--- src/rtl/accu_pkg.sv ---
// Shared opcode encoding and sizing helper for the accumulator datapath.
package accu_pkg;
  typedef logic [2:0] op_t;

  localparam op_t OP_PASS_A = 3'b000;
  localparam op_t OP_SUB    = 3'b001;
  localparam op_t OP_PASS_B = 3'b010;
  localparam op_t OP_ADD    = 3'b011;
  localparam op_t OP_NAND   = 3'b100;
  localparam op_t OP_AND    = 3'b101;
  localparam op_t OP_XOR    = 3'b110;
  localparam op_t OP_ADC    = 3'b111;

  // Index width; a single accumulator still gets a 1-bit select.
  function automatic int sel_w(input int n);
    return (n <= 1) ? 1 : $clog2(n);
  endfunction
endpackage

--- src/rtl/accu_alu.sv ---
// Combinational ALU: one opcode over A/B (+carry in) producing result, C and Z.
module accu_alu
  import accu_pkg::*;
#(
  parameter int WIDTH = 4
) (
  input  logic [2:0]       op,
  input  logic [WIDTH-1:0] a,
  input  logic [WIDTH-1:0] b,
  input  logic             cin,
  output logic [WIDTH-1:0] result,
  output logic             c,
  output logic             z
);
  // One extra bit captures carry out for adds and borrow for subtract.
  logic [WIDTH:0] ext;

  always_comb begin
    ext    = '0;
    result = '0;
    c      = 1'b0;
    case (op_t'(op))
      OP_PASS_A: result = a;
      OP_SUB: begin
        ext    = {1'b0, a} - {1'b0, b};
        result = ext[WIDTH-1:0];
        c      = ext[WIDTH];
      end
      OP_PASS_B: result = b;
      OP_ADD: begin
        ext    = {1'b0, a} + {1'b0, b};
        result = ext[WIDTH-1:0];
        c      = ext[WIDTH];
      end
      OP_NAND: result = ~(a & b);
      OP_AND:  result = a & b;
      OP_XOR:  result = a ^ b;
      default: begin
        ext    = {1'b0, a} + {1'b0, b} + {{WIDTH{1'b0}}, cin};
        result = ext[WIDTH-1:0];
        c      = ext[WIDTH];
      end
    endcase
  end

  assign z = (result == '0);
endmodule

--- src/rtl/accu_datapath.sv ---
// Multi-accumulator ALU datapath with a one-entry registered result over valid/ready.
module accu_datapath
  import accu_pkg::*;
#(
  parameter int  WIDTH   = 4,
  parameter int  NUM_ACC = 2,
  localparam int SEL_W   = sel_w(NUM_ACC)
) (
  input  logic             clk,
  input  logic             reset,
  input  logic             in_valid,
  output logic             in_ready,
  input  logic [WIDTH-1:0] in_data,
  input  logic [2:0]       in_op,
  input  logic [SEL_W-1:0] in_sel,
  input  logic             in_store,
  output logic             out_valid,
  input  logic             out_ready,
  output logic [WIDTH-1:0] out_data,
  output logic             out_c,
  output logic             out_z,
  output logic [WIDTH-1:0] acc_mon
);
  logic [WIDTH-1:0]   acc [NUM_ACC];
  logic [NUM_ACC-1:0] cf;

  logic             sel_ok, accept, cin;
  logic [WIDTH-1:0] a, res;
  logic             res_c, res_z;

  // Out-of-range selects read as zero and never write back.
  assign sel_ok   = int'(in_sel) < NUM_ACC;
  assign a        = sel_ok ? acc[in_sel] : '0;
  assign cin      = sel_ok ? cf[in_sel] : 1'b0;
  assign acc_mon  = a;
  assign in_ready = !out_valid || out_ready;
  assign accept   = in_valid && in_ready;

  accu_alu #(.WIDTH(WIDTH)) u_alu (
    .op     (in_op),
    .a      (a),
    .b      (in_data),
    .cin    (cin),
    .result (res),
    .c      (res_c),
    .z      (res_z)
  );

  always_ff @(posedge clk) begin
    if (reset) begin
      for (int i = 0; i < NUM_ACC; i++) acc[i] <= '0;
      cf        <= '0;
      out_valid <= 1'b0;
      out_data  <= '0;
      out_c     <= 1'b0;
      out_z     <= 1'b0;
    end else if (accept) begin
      out_valid <= 1'b1;
      out_data  <= res;
      out_c     <= res_c;
      out_z     <= res_z;
      if (in_store && sel_ok) begin
        acc[in_sel] <= res;
        cf[in_sel]  <= res_c;
      end
    end else if (out_ready) begin
      out_valid <= 1'b0;
    end
  end
endmodule

--- config.mk ---
export PLATFORM = sky130hd
export DESIGN_NAME = accu_datapath
export DESIGN_NICKNAME = d
export VERILOG_FILES = /design/src/rtl/accu_pkg.sv /design/src/rtl/accu_alu.sv /design/src/rtl/accu_datapath.sv
export SDC_FILE = /design/constraint.sdc
export NUM_CORES = 1
export LEC_CHECK = 0
export CAP_MARGIN = 20
export CORE_ASPECT_RATIO = 0.8
export CORE_UTILIZATION = 40
export CTS_CLUSTER_SIZE = 24
export DETAILED_ROUTE_END_ITERATION = 10
export SLEW_MARGIN = 10
export SYNTH_ARGS = -nofsm -noshare
export SYNTH_HDL_FRONTEND = slang
export SYNTH_SLANG_ARGS = --single-unit
--- constraint.sdc ---
create_clock -name clk -period 3.7 [get_ports clk]
set_input_delay 0.37 -clock clk [delete_from_list [all_inputs] [get_ports clk]]
set_output_delay 0.37 -clock clk [all_outputs]
set_load 0.005 [all_outputs]
==> results of run 1 <==
cell usage after synthesis (all sizes together), types with 4 or more instances:
cell type  number  share of area (%)
ha             11                9.2
or3             4                1.7
nor2b           7                3.4
mux2            4                3.0
nand2b          8                3.4
dfxtp           9                 12
o31ai           4                2.7
inv            11                2.8
nand2           8                2.0
a21oi           7                2.4
mux2i           4                2.9
nor2           17                4.3
nand3           5                1.7
o21ai           8                2.9
xor2            4                2.4
edfxtp          8                 16
nand3b          5                2.5
buf             9                4.0
worst max path at each step:
| stage | slack [ps] | from | depth (start not counted) | endpoint |
|---|---|---|---|---|
| 6_report | 570 | in_sel | 9 | out_z |
| 5_1_grt | 420 | in_sel | 9 | out_z |
| 4_1_cts | 590 | in_sel | 9 | out_z |
| 3_5_place_dp | 310 | in_sel | 9 | out_z |
| 3_3_place_gp | 360 | in_sel | 9 | out_z |
| 2_1_floorplan | 1100 | in_sel | 10 | out_z |
cell type report:
cell class / instances / area, sq um / share of cell area [%]
clock buffers: 3 / 41.3 / 2.34
clock inverters: 1 / 5.00 / 0.284
inverters: 11 / 41.3 / 2.34
multi-input cells: 131 / 961 / 54.5
flip-flops and latches: 17 / 420 / 23.9
well taps: 42 / 52.6 / 2.98
repair buffers: 24 / 240 / 13.6
through the flow:
stage / worst slack [ps] / area [sq um]
2_1_floorplan: 1100 / 1490
3_5_place_dp: 315 / 1720
6_report: 571 / 1760
4_1_cts: 590 / 1760
5_1_grt: 420 / 1760
3_3_place_gp: 362 / 1720
worst max-delay path, stage by stage:
cell	delay (ps)
clkdlybuf4s50_1	670
mux2_1	440
ha_1	500
nor2b_1	170
a21oi_1	60
xnor2_1	310
a41oi_1	160
a22o_1	370
a31o_1	230
logic make-up after synthesis:
logic type | after synthesis
and+or+nand+nor | 64
AOI/OAI and AO/OA | 41
buffers and inverters | 22
DFF | 17
adders and majority gates | 12
muxes | 8
xor gates and xnor gates | 6
flip-flops by register name, indices dropped and copies added (netlist names):
register / flops
out_c: 1
cf: 2
acc: 8
out_z: 1
out_data: 4
out_valid: 1
where the power goes:
| part | switching [W] | total [W] | internal, W |
|---|---|---|---|
| sequential | 0.00000408 | 0.000212 | 0.000208 |
| clock | 0.0000626 | 0.000137 | 0.0000746 |
| combinational | 0.000107 | 0.000193 | 0.0000865 |
| total | 0.000174 | 0.000543 | 0.000369 |
routing by layer:
layer,GRT usage [%],up-vias
met5,0,-
met4,2.86,0
met3,5.39,4
met2,28.2,36
met1,27.6,619
li1,-,645
==> summary.md, run 1 <==
| Metric | Value |
|---|---|
| Status | complete, no violations |
| Worst-path fanout max | 10 |
| Yosys cell types | 52 |
| Compound-gate portion of the synthesized area | a little over a fifth |
| R2r endpoint | out_z |
| Clk root buf | clkbuf_8 |
| Hold endpoint | out_data[1] |
| DR WL met3 | about 220 microns |
| Post-synthesis sequential area ratio | between 20% and 30% |
| Die Ht | around 57 microns |
| Largest family of logic cells by synthesized area | simple AND/OR/NAND/NOR gates |
| Reg2reg start | acc[1][2] |
| Pre-Repair DR Iteration Count | 4 |
| Fmax | 320 MHz |
| Final non-filler cell total | 229 |
| Commonest non-fill, non-tap cells in the layout | clkdlybuf4s50_1, nor2_1, ha_1, inv_1, dfxtp_1 |
| CTS buffer count | 3 |
| Drt wl/cell | 15.6 microns |
| Area Growth Syn to Fin | 18.2% |
| GR Overflow Total | 0 |
| RSZ-0062 raised after global routing | no |
| Worst hold slack | between 400 and 500 ps |
| Startpoint Class | input pin |
| Top sig layer | met4 |
| Required @ worst endpoint | about 3800 ps |
| R2R setup slack | ~1100 ps |
| Multiplexer area fraction after synthesis | slightly below 6% |
| Synth Warn # | 0 |
| Worst slew margin relative to its limit | 44.7% |
| Total wire length | about 3.6 mm |
| Share of cells above drive strength 1 | 9.09% |
| Core area | ~0.0035 sq mm |
| Post-route ant nets | 0 |
| CTS tree | built |
| Setup Buffers After CTS | 0 |
| Post-synthesis register bit count | 17 |
| Net Count, Synth | 195 |
| Tmin final | 3130 ps |
| Rows | 19 |
| Reg2reg path depth | 8 |
| Number of global-route vias before repair | around 1200 |
| Metal1 wirelength | around 1.8 mm |
| Initial Util | 42.6% |
| First-pass GRT wire length | a little under 6 mm |
| Nets | 213 |
| Clock Skew | approximately 3.0 ps |
| Final setup viols | 0 |
| Pins Over Slew Limit | 0 |
| Worst-margin pin slew | slightly above 800 ps |
| Mapped Area | around 0.0015 sq mm |
| Worst-path clk slew | 60 ps |
| Pwr dens | ~300 mW/mm^2 |
| Initial antenna violation count | 0 |
| CTS HTree Levels | 1 |
| Vias post-DR | between 1000 and 1500 |
| Top FF cell, synth | dfxtp_1 |
| Die Width | approximately 70 microns |
| Crit path arrival time | about 3300 ps |
| Post-layout power | between 0.0005 and 0.0006 W |
| Total clock sinks | 17 |
| DR WL met2 | around 1.5 mm |
| Via/cell ratio | around 5.7 |
| Number of synthesized flops with an enable pin | 8 |
| Post-Synth Adder-Cell Area | between 10% and 20% |
| Fin util | 50.4% |
| DRC | 0 |
| Fillers | between 300 and 400 |
| XOR/XNOR Fraction of Synth Area | under 10% |
| Hold Startpoint | out_data[1] |
| I/O pin count | 25 |
| GRT Total Usage | a little under a fifth |
| Highest ir drop seen on vdd | 176 uV |
| Dpl hpwl | between 2 and 3 mm |
| Avg Inst Size Synth | between 8 and 9 sq um |
| Placed Cells incl. Taps | 225 |
| Port Buf Inserts | 24 |
| Final Hold Vio Count | 0 |
| Diodes inserted | 0 |
| Post-synthesis simple-gate area fraction | approximately a quarter |
| Pin count of the biggest net entering global routing | 24 |
| Post-CTS sizing | 0 |
| Synthesized instance count | 170 |
| Final period util | between 80% and 90% |
| Min-Delay Path Class | reg -> reg |
| GPL Wtd Cong | around 0.86 |
| Hold Crit Depth | 2 |
| Post-CTS Hold Buffers | 0 |
| Asr flop ratio synth | 0% |
| Clk_lat worst skew | 250 ps |
| Setup TNS | 0 ps |
| Clk buf depth | 2 |
| Die area | 0.00397 sq mm |
| Most common cell after layout, fill and taps aside | clkdlybuf4s50_1 |
| Leak | slightly below 0.7 nW |
| 1st-iter DRT viols | 80 |
| Setup Crit Path Kind | in -> reg |
| Max cap viols | 0 |
| CP endpoint kind | flip-flop |
Power figures use the tool's default switching activity.
==> run 2, diff against run 1 <==
Clock period 3.7 ns to 3.1 ns, I/O delays scaled along.
==> run 2 against run 1 <==
Routed wire length rose by 0.61%. Final cell count up 4.8%. Register-to-register slack got worse by 460 ps. Count of clock-buffer cells in the layout is the same. Via count increased by 2.8%. Combinational power up 28%. Critical path type unchanged. Highest routed layer unchanged.
==> summary.md, run 2 (synthesis gave the netlist of run 1 again) <==
| Metric | Value |
|---|---|
| Tmin final | roughly 2800 ps |
| Post-CTS sizing | 0 |
| Worst-path fanout max | 8 |
| Post-layout power | between 0.0006 and 0.0007 W |
| Min-Delay Path Class | reg -> reg |
| Setup TNS | 0 ps |
| Worst slew margin relative to its limit | a little over half |
| Setup Crit Path Kind | in -> reg |
| Area Growth Syn to Fin | 23.8% |
| Commonest non-fill, non-tap cells in the layout | clkdlybuf4s50_1, nor2_1, ha_1, buf_4, inv_1 |
| Status | complete, no violations |
| DRC | 0 |
| Hold Crit Depth | 2 |
| Setup Buffers After CTS | 0 |
| Max cap viols | 0 |
| Final Hold Vio Count | 0 |
| Fillers | roughly 320 |
| I/O pin count | 25 |
| Post-route cell area | 0.00184 sq mm |
| Pwr dens | 363 mW/mm^2 |
| Final period util | roughly nine tenths |
| Fmax | between 300 and 400 MHz |
| Clk buf depth | 2 |
| Rows | 19 |
| DR WL met3 | 123 microns |
| CTS buffer count | 3 |
| Die Width | between 70 and 80 microns |
| Max reg flops | 8 |
| Placed Cells incl. Taps | ~240 |
| Number of global-route vias before repair | approximately 1300 |
| Highest ir drop seen on vdd | 216 uV |
| Final setup viols | 0 |
| Clk_lat worst skew | 260 ps |
| Core area | around 0.0035 sq mm |
| First-pass GRT wire length | between 6 and 7 mm |
| RSZ-0062 raised after global routing | no |
| DR WL met2 | 1.63 mm |
| Worst hold slack | about 460 ps |
| Pins Over Slew Limit | 0 |
| Clock Skew | a little over 4 ps |
| Initial Util | a little over two fifths |
| CTS HTree Levels | 1 |
| Clk root buf | clkbuf_8 |
| Reg2reg path depth | 9 |
| Startpoint Class | input pin |
| CP endpoint kind | flip-flop |
| Final non-filler cell total | 240 |
| Total wire length | about 3.6 mm |
| Crit path arrival time | 2960 ps |
| Post-CTS Hold Buffers | 0 |
| GPL Wtd Cong | ~0.83 |
| Total clock sinks | 17 |
| Pin count of the biggest net entering global routing | 20 |
| Port Buf Inserts | 24 |
| Most common cell after layout, fill and taps aside | clkdlybuf4s50_1 |
| Metal1 wirelength | between 1.5 and 2 mm |
| Worst-path clk slew | 60 ps |
| Required @ worst endpoint | between 3000 and 4000 ps |
| Placed Area | about 0.0018 sq mm |
| Post-route ant nets | 0 |
| Nets | 224 |
| CTS tree | built |
| Die area | around 0.004 sq mm |
| Diodes inserted | 0 |
| GR Overflow Total | 0 |
| Largest reg by FF count | acc |
| Vias post-DR | 1341 |
| Top sig layer | met4 |
| 1st-iter DRT viols | between 40 and 50 |
| Pre-Repair DR Iteration Count | 4 |
| Worst-margin pin slew | between 700 and 800 ps |
| Share of cells above drive strength 1 | between 10% and 20% |
| Drt wl/cell | between 15 and 20 microns |
| Dpl hpwl | roughly 2.9 mm |
| Leak | between 0.7 and 0.8 nW |
| GRT Total Usage | 19.9% |
| Die Ht | about 57 microns |
| Via/cell ratio | approximately 5.6 |
| Initial antenna violation count | 0 |
| Top flop regs | acc x8, out_data x4, cf x2 |
run 2: worst max-delay path, stage by stage:
cell	delay [ps]
clkdlybuf4s50_1	480
buf_4	160
mux2i_2	290
inv_1	120
ha_1	290
or3_1	390
a21oi_1	150
o211ai_1	130
xor2_1	170
a22o_1	250
a31o_1	220
run 2: final cells by class:
type                            count  area [sq um]  share of cell area (%)
Clock buffer                        3          41.3                    2.24
Clock inverter                      1          5.00                   0.271
Inverter                           11          41.3                    2.24
Multi-Input combinational cell    131           961                    52.1
Sequential cell                    17           420                    22.8
Tap cell                           42          52.6                    2.85
Timing Repair Buffer               35           323                    17.5
run 2: report_power, final:
group | switching (W) | internal, W
sequential | 0.00000502 | 0.000249
clock | 0.0000795 | 0.0000894
combinational | 0.000128 | 0.000120
total | 0.000212 | 0.000458
run 2: metrics by stage:
stage	setup WS [ps]	utilization [%]
2_1_floorplan	557	-
3_3_place_gp	118	51.5
3_5_place_dp	50.3	51.5
4_1_cts	293	52.8
5_1_grt	81.2	52.8
6_report	291	52.8
run 2: worst paths after layout:
kind	startpoint	endpoint	slack, ps
setup / recovery	in_sel	out_z	290
hold / removal	out_data[1]	out_data[1]	460
setup reg to reg	acc[1][1]	out_c	610
hold reg to reg	out_data[1]	out_data[1]	460
run 2: layer usage:
metal	GRT usage [%]	up-vias
met5	0	-
met4	5.14	0
met3	3.77	4
met2	30.9	25
met1	28.1	642
li1	-	670
